--- config.mk ---
export PLATFORM = sky130hd
export DESIGN_NAME = pipe_stage_chain
export DESIGN_NICKNAME = d
export VERILOG_FILES = /design/src/rtl/pipe_stage_chain.sv
export SDC_FILE = /design/constraint.sdc
export NUM_CORES = 1
export LEC_CHECK = 0
export CORE_MARGIN = 2
export CORE_UTILIZATION = 53
export CTS_CLUSTER_SIZE = 30
export DETAILED_ROUTE_END_ITERATION = 16
export PLACE_DENSITY_LB_ADDON = 0.3
export SLEW_MARGIN = 20
export SYNTH_ARGS = -nofsm -noshare
export SYNTH_HDL_FRONTEND = slang
export SYNTH_SLANG_ARGS = --single-unit
--- constraint.sdc ---
create_clock -name clk -period 2.3 [get_ports clk]
set_input_delay 0.23 -clock clk [delete_from_list [all_inputs] [get_ports clk]]
set_output_delay 0.23 -clock clk [all_outputs]
set_load 0.005 [all_outputs]
--- src/rtl/pipe_stage_chain.sv ---
// Elastic register chain carrying a control and a data bundle through STAGES slots,
// with valid/ready backpressure and selective flush of the younger slots.
module pipe_stage_chain #(
   parameter int DATA_W = 128,
   parameter int CTRL_W = 16,
   parameter int STAGES = 3,
   parameter int CNT_W  = $clog2(STAGES + 1)
) (
   input  logic              clk,
   input  logic              rst_n,
   input  logic              in_valid,
   output logic              in_ready,
   input  logic [CTRL_W-1:0] in_ctrl,
   input  logic [DATA_W-1:0] in_data,
   output logic              out_valid,
   input  logic              out_ready,
   output logic [CTRL_W-1:0] out_ctrl,
   output logic [DATA_W-1:0] out_data,
   input  logic              flush,
   input  logic [CNT_W-1:0]  flush_stage,
   output logic [STAGES-1:0] stage_valid,
   output logic [CNT_W-1:0]  occupancy
);

   logic [STAGES-1:0] valid_q;
   logic [STAGES-1:0] valid_d;
   logic [STAGES-1:0] ready;
   logic [CTRL_W-1:0] ctrl_q [STAGES];
   logic [CTRL_W-1:0] ctrl_d [STAGES];
   logic [DATA_W-1:0] data_q [STAGES];
   logic [DATA_W-1:0] data_d [STAGES];
   logic [CNT_W-1:0]  occ_q;
   logic [CNT_W-1:0]  occ_d;

   logic [STAGES-1:0] src_v;
   logic [CTRL_W-1:0] src_c [STAGES];
   logic [DATA_W-1:0] src_d [STAGES];
   logic              ready_acc;
   logic              load_v;
   int                flush_lim;

   // A slot is ready when it or any older slot is empty, or the consumer takes the output.
   always_comb begin
      ready_acc = out_ready;
      for (int k = STAGES - 1; k >= 0; k--) begin
         ready_acc = ready_acc | ~valid_q[k];
         ready[k]  = ready_acc;
      end
   end

   assign in_ready  = ready[0] & ~flush & rst_n;
   assign flush_lim = (int'(flush_stage) > STAGES) ? STAGES : int'(flush_stage);

   always_comb begin
      src_v[0] = in_valid & in_ready;
      src_c[0] = in_ctrl;
      src_d[0] = in_data;
      for (int k = 1; k < STAGES; k++) begin
         src_v[k] = valid_q[k-1];
         src_c[k] = ctrl_q[k-1];
         src_d[k] = data_q[k-1];
      end
   end

   // Killed slots drop valid/ctrl; the slot just above the kill boundary sees an empty source.
   always_comb begin
      occ_d  = '0;
      load_v = 1'b0;
      for (int k = 0; k < STAGES; k++) begin
         valid_d[k] = valid_q[k];
         ctrl_d[k]  = ctrl_q[k];
         data_d[k]  = data_q[k];
         load_v     = src_v[k] & ~(flush && (k == flush_lim));
         if (flush && (k < flush_lim)) begin
            valid_d[k] = 1'b0;
            ctrl_d[k]  = '0;
         end else if (ready[k]) begin
            valid_d[k] = load_v;
            ctrl_d[k]  = load_v ? src_c[k] : '0;
            if (load_v) begin
               data_d[k] = src_d[k];
            end
         end
         occ_d = occ_d + CNT_W'(valid_d[k]);
      end
   end

   always_ff @(posedge clk) begin
      if (!rst_n) begin
         valid_q <= '0;
         occ_q   <= '0;
         for (int k = 0; k < STAGES; k++) begin
            ctrl_q[k] <= '0;
            data_q[k] <= '0;
         end
      end else begin
         valid_q <= valid_d;
         occ_q   <= occ_d;
         for (int k = 0; k < STAGES; k++) begin
            ctrl_q[k] <= ctrl_d[k];
            data_q[k] <= data_d[k];
         end
      end
   end

   assign out_valid   = valid_q[STAGES-1];
   assign out_ctrl    = ctrl_q[STAGES-1];
   assign out_data    = data_q[STAGES-1];
   assign stage_valid = valid_q;
   assign occupancy   = occ_q;

endmodule

==> impl_results.md <==
* Post-detail-place hpwl at 26900 um
* Fin. Hold Viols at 0
* Final Non-Filler Cells at 2496
* Clk buf depth at 3
* GPL Wtd Cong at 0.810
* Via density at 5.91
* Mapped Avg Cell Area at 8.87 um^2
* Met2 routed WL at 21000 um
* Worst Path Required at 2.07 ns
* Crit share post-route at 94.8%
* Worst setup SP type: flip-flop
* Max Slew Vio Count at 0
* Synth warnings at 0
* Largest net degree at the start of global routing at 217
* Post-Place Cells at 2416
* Number of buffers created by CTS at 44
* Final Cell Area at 21200 um^2
* Worst Hold Path Cells at 3
* # nets final at 2172
* Least-Margin Pin Slew at 1.08 ns
* FMAX at 459 MHz
* CTS sink cnt at 437
* Status: completed
* Die outline width at 186 um
* DRC Markers at 0
* Min-delay src: rst_n
* Placed cell area at 19700 um^2
* Initial DRC Count at 1249
* Clock H-tree levels at 2
* Share of layout cells above drive strength 1 at 5.76%
* Synth cell types at 30
* Setup CP Type: flip-flop to output pin
* Hold Path End: data_q[0][253]$_SDFFE_PN0P_
* Finish-stage setup viols at 0
* Post-synthesis sequential area ratio at 49.6%
* Post CTS Setup Buffer Count at 0
* Vias at 14800
* Reg2reg path depth at 4
* Reg-to-reg startpoint: stage_valid[2]$_SDFF_PN0_
* PortBufs at 301
* Min-delay worst type: primary input to flip-flop
* R2R Path End: data_q[0][297]$_SDFFE_PN0P_
* Pleak at 7.79 nW
* Rel. slew slack at 27.8%
* Cells after Synth at 1989
* M1 wire length at 20000 um
* Power density over the cells at 752 nW/um^2
* Cts-stage hold buffer count at 0
* Crit path capture type: output pin
* Total power at 0.0159 W
* Die area at 34800 um^2
* Mapped Area at 17600 um^2
* Fin Setup TNS at 0 ns
* Area share of the largest cell type after synthesis at 49.6%
* Arrival @ worst endpoint at 1.95 ns
* Core Footprint at 32700 um^2
* Flops & latches, synth at 437
* Wire length per cell at 18.7 um
* Vias in the first global route at 14500
* Total track usage at 25.9%
* Antenna violations before repair at 10
* Fin Hold WS at 0.185 ns
* Initial core utilization at 54.0%
* First-pass GRT wire length at 75300 um
* Final wirelength at 46700 um
* Uppermost layer routed: met5
* Remaining antenna violation count after routing at 0
* Cell Rows at 66
* CTS root buf: clkbuf_16
* TritonCTS clock tree: done
* Met3 routed WL at 4390 um
* # resized after CTS at 0
* Net Count, Synth at 2141
* Clk pin slew, worst setup/hold paths at 0.06 ns
* Area contributors post-synth: dfxtp_1 (50%), mux2i_1 (7.3%), nand2_1 (6.6%)
* Die height at 186 um
* Peak VDD IR at 0.000535 V
* Area grow syn2layout at 20.1%
* Biggest area consumer among synthesized cells: dfxtp_1
* Minimum clock period at 2.18 ns
* RSZ-0062 raised after global routing: false
* Remaining global-route overflow at 0
* I/O pin total at 302
* Max Cap Viol at 0
* Detailed Routing Iterations Pass 1 at 5
* Clk_skew at 0.0123 ns
* Worst reg-to-reg setup slack at 0.43 ns
* Largest fanout on the critical path at 8
* Clk_lat worst skew at 0.53 ns
[routing by layer]
metal,global-route usage (%),vias up
met5,0,-
met4,8.79,10
met3,6.73,104
met2,41.5,622
met1,34.2,7073
li1,-,6949
[where the power goes]
part           switching, W  internal (W)
registers         0.0000367       0.00770
logic              0.000474      0.000360
clock network       0.00287       0.00451
[how the worst max path moves through the flow]
| stage | start | endpoint | slack, ns | cells past startpoint |
|---|---|---|---|---|
| after CTS | stage_valid[2]$_SDFF_PN0_ | in_ready | 0.11 | 3 |
| final | stage_valid[2]$_SDFF_PN0_ | in_ready | 0.12 | 3 |
| after detailed placement | flush_stage[1] | occupancy[0]$_SDFF_PN0_ | 0.19 | 6 |
| after global routing | stage_valid[2]$_SDFF_PN0_ | in_ready | 0.04 | 3 |
| after floorplan | stage_valid[0]$_SDFF_PN0_ | occupancy[0]$_SDFF_PN0_ | 0.40 | 7 |
| after global placement | out_ready | in_ready | 0.19 | 4 |
[cells in the final DEF (no fill, tap or decap), types with 24 or more instances in the layout]
cell             synthesis  routed
dfxtp_1                437     436
nand2_1                308     307
clkdlybuf4s50_1          0     300
a21oi_1                177     177
nand4_1                161     161
nand3_1                145     145
mux2i_1                128     128
o31ai_1                128     128
o21ai_0                107     107
clkbuf_16                0      45
o21ai_1                 24      24
[stage by stage]
| step | util, % | setup WS [ns] |
|---|---|---|
| finish | 64.8 | 0.119 |
| detailed placement | 60.2 | 0.192 |
| global placement | 60.2 | 0.189 |
| CTS | 64.8 | 0.110 |
| global route | 64.8 | 0.0395 |
| floorplan | - | 0.404 |
[sequential cells by signal, indices dropped and copies added (netlist names)]
register	cells
ctrl_q	48
occupancy	2
data_q	384
stage_valid	3
[critical path: stages (launching register included)]
cell and delay [ns]:
dfxtp_1 0.40, and4b_1 0.25, nor3_1 0.22, clkdlybuf4s50_1 0.56
[cells in the mapped netlist]
library cell,n
a21boi_0,1
a21oi_1,177
and2_1,2
and3b_1,2
and4b_1,1
buf_1,21
buf_2,60
buf_4,149
buf_6,15
clkbuf_1,103
clkbuf_2,3
clkinv_1,1
dfxtp_1,437
fa_1,1
inv_1,1
mux2i_1,128
nand2_1,308
nand2b_1,1
nand3_1,145
nand3b_1,2
nand3b_2,1
nand4_1,161
nand4b_1,1
nor2_1,6
nor2b_1,1
nor3_1,1
o21ai_0,107
o21ai_1,24
o31ai_1,128
or2_2,1
[layout make-up]
type | count | area, um^2
Antenna cell | 4 | 10.0
Clock inverter | 14 | 199
Fill cell | 2696 | 11500
Sequential cell | 437 | 8750
Clock buffer | 62 | 1310
Multi-Input combinational cell | 1199 | 6850
Tap cell | 442 | 553
Inverter | 2 | 12.5
Timing Repair Buffer | 336 | 3500
[kinds of logic after synthesis]
group | count (synthesis) | synth area share (%)
flops | 437 | 49.6
compound gates | 437 | 14.2
buf+inv | 353 | 11.8
mux | 128 | 7.26
fa+ha+maj | 1 | 0.113
simple gates | 633 | 17.1
(Power assumes the default switching activity.)
